## src/rtl/booth_shreg_pkg.sv

```systemverilog
// Shared encodings for the Booth multiplier shift register: shift modes and controller states.
package booth_shreg_pkg;

  localparam logic [1:0] MODE_LOG = 2'b00;
  localparam logic [1:0] MODE_ARI = 2'b01;
  localparam logic [1:0] MODE_ROT = 2'b10;

  typedef enum logic {IDLE, RUN} state_t;

endpackage

```

## src/rtl/booth_shreg_step.sv

```systemverilog
// Combinational single-step shifter: one right (dir=0) or left (dir=1) step plus the bit shifted out.
module booth_shreg_step
  import booth_shreg_pkg::*;
#(
  parameter int unsigned WIDTH = 16
) (
  input  logic [WIDTH-1:0] d,
  input  logic [1:0]       mode,
  input  logic             fill,
  input  logic             dir,
  output logic [WIDTH-1:0] q,
  output logic             so
);

  always_comb begin
    q  = d;
    so = 1'b0;
    if (dir) begin
      so = d[WIDTH-1];
      // Arithmetic left is identical to logical left.
      case (mode)
        MODE_ROT: q = {d[WIDTH-2:0], d[WIDTH-1]};
        default:  q = {d[WIDTH-2:0], fill};
      endcase
    end else begin
      so = d[0];
      // Mode 11 falls through to logical.
      case (mode)
        MODE_ARI: q = {d[WIDTH-1], d[WIDTH-1:1]};
        MODE_ROT: q = {d[0], d[WIDTH-1:1]};
        default:  q = {fill, d[WIDTH-1:1]};
      endcase
    end
  end

endmodule

```

## src/rtl/booth_shreg.sv

```systemverilog
// Booth datapath shift register: load, single step, counted run with busy/done handshake.
// Define BOOTH_SHREG_LEFT_EN to add the dir port and left shifts; otherwise all shifts go right.
module booth_shreg
  import booth_shreg_pkg::*;
#(
  parameter int unsigned WIDTH = 16,
  parameter int unsigned CNT_W = $clog2(WIDTH + 1)
) (
  input  logic             clk,
  input  logic             clr,
  input  logic             ld,
  input  logic [WIDTH-1:0] data_in,
  input  logic             sft,
  input  logic             start,
  input  logic [CNT_W-1:0] n_sft,
  input  logic [1:0]       mode,
  input  logic             SR_in,
`ifdef BOOTH_SHREG_LEFT_EN
  input  logic             dir,
`endif
  output logic [WIDTH-1:0] data_out,
  output logic             SO,
  output logic             busy,
  output logic             done
);

  localparam logic [CNT_W-1:0] MAX_CNT = CNT_W'(WIDTH);

  state_t           state;
  logic [CNT_W-1:0] cnt;
  logic [CNT_W-1:0] cnt_start;
  logic [WIDTH-1:0] step_q;
  logic             step_so;
  logic             step_dir;

`ifdef BOOTH_SHREG_LEFT_EN
  assign step_dir = dir;
`else
  assign step_dir = 1'b0;
`endif

  assign cnt_start = (n_sft > MAX_CNT) ? MAX_CNT : n_sft;

  booth_shreg_step #(
    .WIDTH(WIDTH)
  ) u_step (
    .d   (data_out),
    .mode(mode),
    .fill(SR_in),
    .dir (step_dir),
    .q   (step_q),
    .so  (step_so)
  );

  always_ff @(negedge clk or posedge clr) begin
    if (clr) begin
      state    <= IDLE;
      data_out <= '0;
      SO       <= 1'b0;
      busy     <= 1'b0;
      done     <= 1'b0;
      cnt      <= '0;
    end else begin
      done <= 1'b0;
      case (state)
        IDLE: begin
          if (ld) begin
            data_out <= data_in;
            SO       <= 1'b0;
          end else if (start) begin
            cnt <= cnt_start;
            // A zero-length run completes on the spot without entering RUN.
            if (cnt_start == '0) begin
              done <= 1'b1;
            end else begin
              busy  <= 1'b1;
              state <= RUN;
            end
          end else if (sft) begin
            data_out <= step_q;
            SO       <= step_so;
          end
        end
        RUN: begin
          data_out <= step_q;
          SO       <= step_so;
          cnt      <= cnt - 1'b1;
          if (cnt == CNT_W'(1)) begin
            state <= IDLE;
            busy  <= 1'b0;
            done  <= 1'b1;
          end
        end
        default: state <= IDLE;
      endcase
    end
  end

endmodule

```

## config.mk

```make
export PLATFORM = sky130hd
export DESIGN_NAME = booth_shreg
export DESIGN_NICKNAME = d
export VERILOG_FILES = /design/src/rtl/booth_shreg_pkg.sv /design/src/rtl/booth_shreg_step.sv /design/src/rtl/booth_shreg.sv
export SDC_FILE = /design/constraint.sdc
export NUM_CORES = 1
export LEC_CHECK = 0
export CAP_MARGIN = 20
export CORE_ASPECT_RATIO = 1.1
export CORE_MARGIN = 4
export CORE_UTILIZATION = 45
export CTS_CLUSTER_DIAMETER = 150
export DETAILED_ROUTE_END_ITERATION = 8
export PLACE_DENSITY_LB_ADDON = 0.25
export SYNTH_ARGS = -nofsm -noshare
export SYNTH_HDL_FRONTEND = slang
export SYNTH_SLANG_ARGS = --single-unit
```

## constraint.sdc

```tcl
create_clock -name clk -period 1.9 [get_ports clk]
set_input_delay 0.19 -clock clk [delete_from_list [all_inputs] [get_ports clk]]
set_output_delay 0.19 -clock clk [all_outputs]
set_load 0.01 [all_outputs]
```

== Word-level counts from Yosys, hierarchy flattened ==
Index checks and enable logic that the tools add are counted.
Storage, ports and cells
  RAM bits: 0
  ROM bits: 0
  memories kept: 0
  input port bits: 29
  word-level logic and storage cells: 50
  bits in latches: 0
  flip-flop bits (word level): 25
Cells by class
  magnitude comparators: 1
  multiplexer cells: 28
  shifts and indexed selects: 0
  add/sub/neg operators: 1
  eq/ne operators: 9
  reductions and logical operators: 4
  divide/modulo/power cells: 0
  multiply operators: 0
  bitwise gates (word level): 1
Operators with widths (number)
  one-hot mux 16 bit (2 select lines): 2
  2-to-1 mux 16 bit: 3
  2-to-1 mux 1 bit: 15
  2-to-1 mux 5 bit: 3
  one-hot mux 5 bit (2 select lines): 1
  one-hot mux 1 bit (2 select lines): 4
  != test 2 bit (second input constant): 3
  != test 3 bit (second input constant): 2
  equality test 5 x 1 -> 1 bit (second input constant): 1
  > comparator 5 bit (second input constant): 1
  zero test 5 bit: 1
  subtractor 5 x 1 -> 5 bit (second input constant): 1
  AND reduction 2 bit: 2
  AND reduction 4 bit: 1
  equality test 2 x 1 -> 1 bit (second input constant): 1
  equality test 2 bit (second input constant): 1
  != test 2 x 1 -> 1 bit (second input constant): 1
  inverter 1 bit: 1

== Depth between registers and ports, before layout ==
Gate-level depths: netlist of the first run.
  word-level depth: 7
  mapped depth: 5

== Cells and area by module ==
Synthesis of the first run repeated with hierarchy kept, for this count alone.
Unflattened totals
  cells, all modules: 136
  area total of the unflattened synthesis: 1675.4 µm²
By module, submodules not included
  booth_shreg: instances 1, cells each 107, area an instance 1382.6 µm²
  booth_shreg_step: instances 1, cells each 29, area an instance 292.8 µm²

==> results of run 1 <==
metal layers:
metal | track usage [%] | part of all wire [%] | vias up
li1 | - | - | 567
met1 | 22.77 | 39 | 605
met2 | 36.14 | 56 | 42
met3 | 5.491 | 5.2 | 0
met4 | 5.149 | 0 | 0
met5 | 0 | 0 | -
kinds of logic (layout without fill, tap and decap cells):
group | Yosys count | count (layout) | share of synthesized area [%]
and+or+nand+nor | 18 | 18 | 9.845
DFF | 25 | 25 | 43.18
muxes | 32 | 32 | 29.02
AOI/OAI and AO/OA | 17 | 17 | 8.032
xor gates and xnor gates | 2 | 2 | 1.209
buffers and inverters | 13 | 98 | 5.267
adders and majority gates | 4 | 4 | 3.454
worst paths after layout:
kind	startpoint	end	slack (ps)
worst max-delay path	data_out[1]	data_out[1]	-160
worst min-delay path	busy	busy	490
worst max register to register	state	state	250
worst min register to register	busy	busy	490
max in group asynchronous	clr	cnt[1]	680
min in group asynchronous	clr	data_out[13]	1030
final cells by class:
cell class,instances,area [µm²]
clock buffer,3,22.52
clock inverter,1,7.507
fill,188,718.2
inverter,8,32.53
multi-input combinational,73,870.8
sequential,25,625.6
tap,34,42.54
timing repair buffer,86,754.5
flip-flops by register name, indices dropped and copies added, names as in the netlist:
signal / cells
SO: 1
done: 1
data_out: 16
state: 1
cnt: 5
busy: 1
per-stage QoR:
step | instance area [µm²] | hold WS [ps] | worst slack (ps) | util [%] | setup TNS, ps
after global placement | 2166 | 467.1 | -804.5 | 70.45 | -21130
after CTS | 2281 | 492.0 | -147.5 | 74.20 | -3685
final | 2356 | 487.7 | -160.3 | 76.64 | -3406
after global routing | 2356 | 523.5 | -192.7 | 76.64 | -4400
after detailed placement | 2166 | 491.7 | -853.6 | 70.45 | -21870
after floorplan | 1466 | 461.2 | -324.6 | - | -4772
cells in the mapped netlist (all sizes together):
cell type,n
nand3,1
a21oi,5
buf,5
nor3b,2
and4bb,3
mux2,32
and3b,1
or4b,1
o21bai,1
nor3,1
ha,4
a211oi,4
inv,8
or4,1
a221oi,1
nand2b,1
xnor2,2
nand3b,1
o211ai,1
a21o,1
a311oi,1
o31ai,1
nor2b,4
nor2,2
o21ai,2
dfrtn,25
report_power, final:
part | internal [mW] | switching, mW | total [mW]
clock network | 0.0805 | 0.173 | 0.253
logic | 1.28 | 0.723 | 2.01
registers | 0.818 | 0.195 | 1.01
total | 2.18 | 1.09 | 3.27
what timing repair did:
| item | in CTS | in global routing |
|---|---|---|
| setup endpoints to repair | 44 | 36 |
| buffers inserted | 7 | 5 |
| gates cloned | 2 | 0 |
| gates resized for setup | 139 | 15 |
| pin swaps | 7 | 8 |
==> impl_results.md, run 1 <==
* Run status: finished with violations
* Core region area at 3074 µm²
* CP Max Fanout at 2
* Maximum cell stage delay along the critical path at 480 ps
* Inserted Clock Buffers at 3
* Cells taking the most area after synthesis: sky130_fd_sc_hd__dfrtn_1 (43%), sky130_fd_sc_hd__mux2_4 (17%), sky130_fd_sc_hd__mux2_2 (12%)
* Floorplan die width at 62.10 µm
* Violated checks: negative setup slack
* Post-synthesis cell type count at 32
* Class of the worst hold path: flop to flop
* Worst-case headroom to the max-slew limit at 74.75%
* Final clock skew at 9.312 ps
* Row count at 21
* I/O pin cnt at 48
* Vias in the first global route at 1294
* Detailed Route Iter0 Violations at 33
* Die extent in y at 67.51 µm
* Cell family with the largest share of critical-path delay: flip-flops
* Levels on crit path at 1
* Count of input and output buffers at 47
* Number of instances in the placed design at 213
* Die Area at 4192 µm²
* Slowest cell on crit path: sky130_fd_sc_hd__dfrtn_1
* Reg clk slew, reported paths at 100 ps
* Cell accounting for the most synthesized area: sky130_fd_sc_hd__dfrtn_1
* Placed wire-length estimate at 2717 µm
* Leading cell types in the layout, fill and taps excluded: sky130_fd_sc_hd__mux2_4 (31), sky130_fd_sc_hd__buf_4 (30), sky130_fd_sc_hd__dfrtn_1 (25)
* Number of maximum-capacitance violations at 0
* WP data arrival at 1870 ps
* Type of element capturing the critical path: primary output
* Clk Latency, worst-skew pair at 320 ps
* Sequence of cells on the critical path: buf_6
* Overall Global Routing Usage at 19.76%
* Post-layout power at 3.274 mW
* Global placer's final weighted congestion at 0.8565
* Average via count per standard cell at 5.278
* Average detailed-routed wire length per instance at 18.17 µm
* Synth Net Count at 144
* Critical path startpoint category: flop
* Instance count along the most critical hold path at 2
* Total vias in the final route at 1214
* Detailed Route WL at 4178 µm
* Fraction of final layout cells with drive strength greater than 1 at 60.71%
* Critical path start-end classification: flop to primary output
* Mapped Area at 1449 µm²
* Remaining global-route overflow at 0
* Most frequent standard cell in the layout excluding fill and tap cells: sky130_fd_sc_hd__mux2_4
* Setup repair after global routing missed its margin: true
* Remaining routing DRC violations at 0
* Max Slew Vio Count at 0
* Leak at 1.167 nW
* Synthesized area per cell at 13.05 µm²
* Number of diodes at 0
* Maximum level of the CTS H-tree at 1
* Area added between synthesis and finish at 62.61%
* Post-layout instance count excluding filler cells at 230
* Worst-case reg-to-reg path depth at 4
* Peak supply drop at 0.9384 mV
* Power density of the placed cells at 1390 nW/µm²
* Number of antenna violations at the first check in global routing at 0
* Post-layout net count at 230
* Final setup vio count at 34
* CTS sink count at 25
* Clock root buffer master: sky130_fd_sc_hd__clkbuf_4
* Clock tree from TritonCTS: built
* Number of instances in the synthesized netlist at 111
* Number of antenna-violating nets in the routed design at 0
* Global-route wire length before repair at 6499 µm
* Actual transition at the worst max-transition pin at 378.7 ps
* Worst-case setup margin in the final layout at -160.3 ps
* Register area share after synthesis at 43.18%
* Top cell type's share of synthesized area at 43.18%
* Worst endpoint required time at 1710 ps
* Count of endpoints failing hold in the final timing report at 0
* Largest buffer count on any clock path at 2
* Register bit count reported by yosys at 25
* Ys Warns at 0
* Hold buffer count at CTS at 0
* Buf+Inv Stages, Crit Path at 1
* Maximum number of pins on one net before global-route repair at 26
* First-pass iteration count of the detailed router at 4
* Initial standard-cell utilization of the core at 47.13%
(Power assumes the default switching activity.)
==> run 2: changes to the inputs <==
Settings changed: HOLD_SLACK_MARGIN set to 0.12, SLEW_MARGIN set to 20.
==> results of run 2 <==
Same layout as run 1: the final DEF is identical, and so are final timing and power.
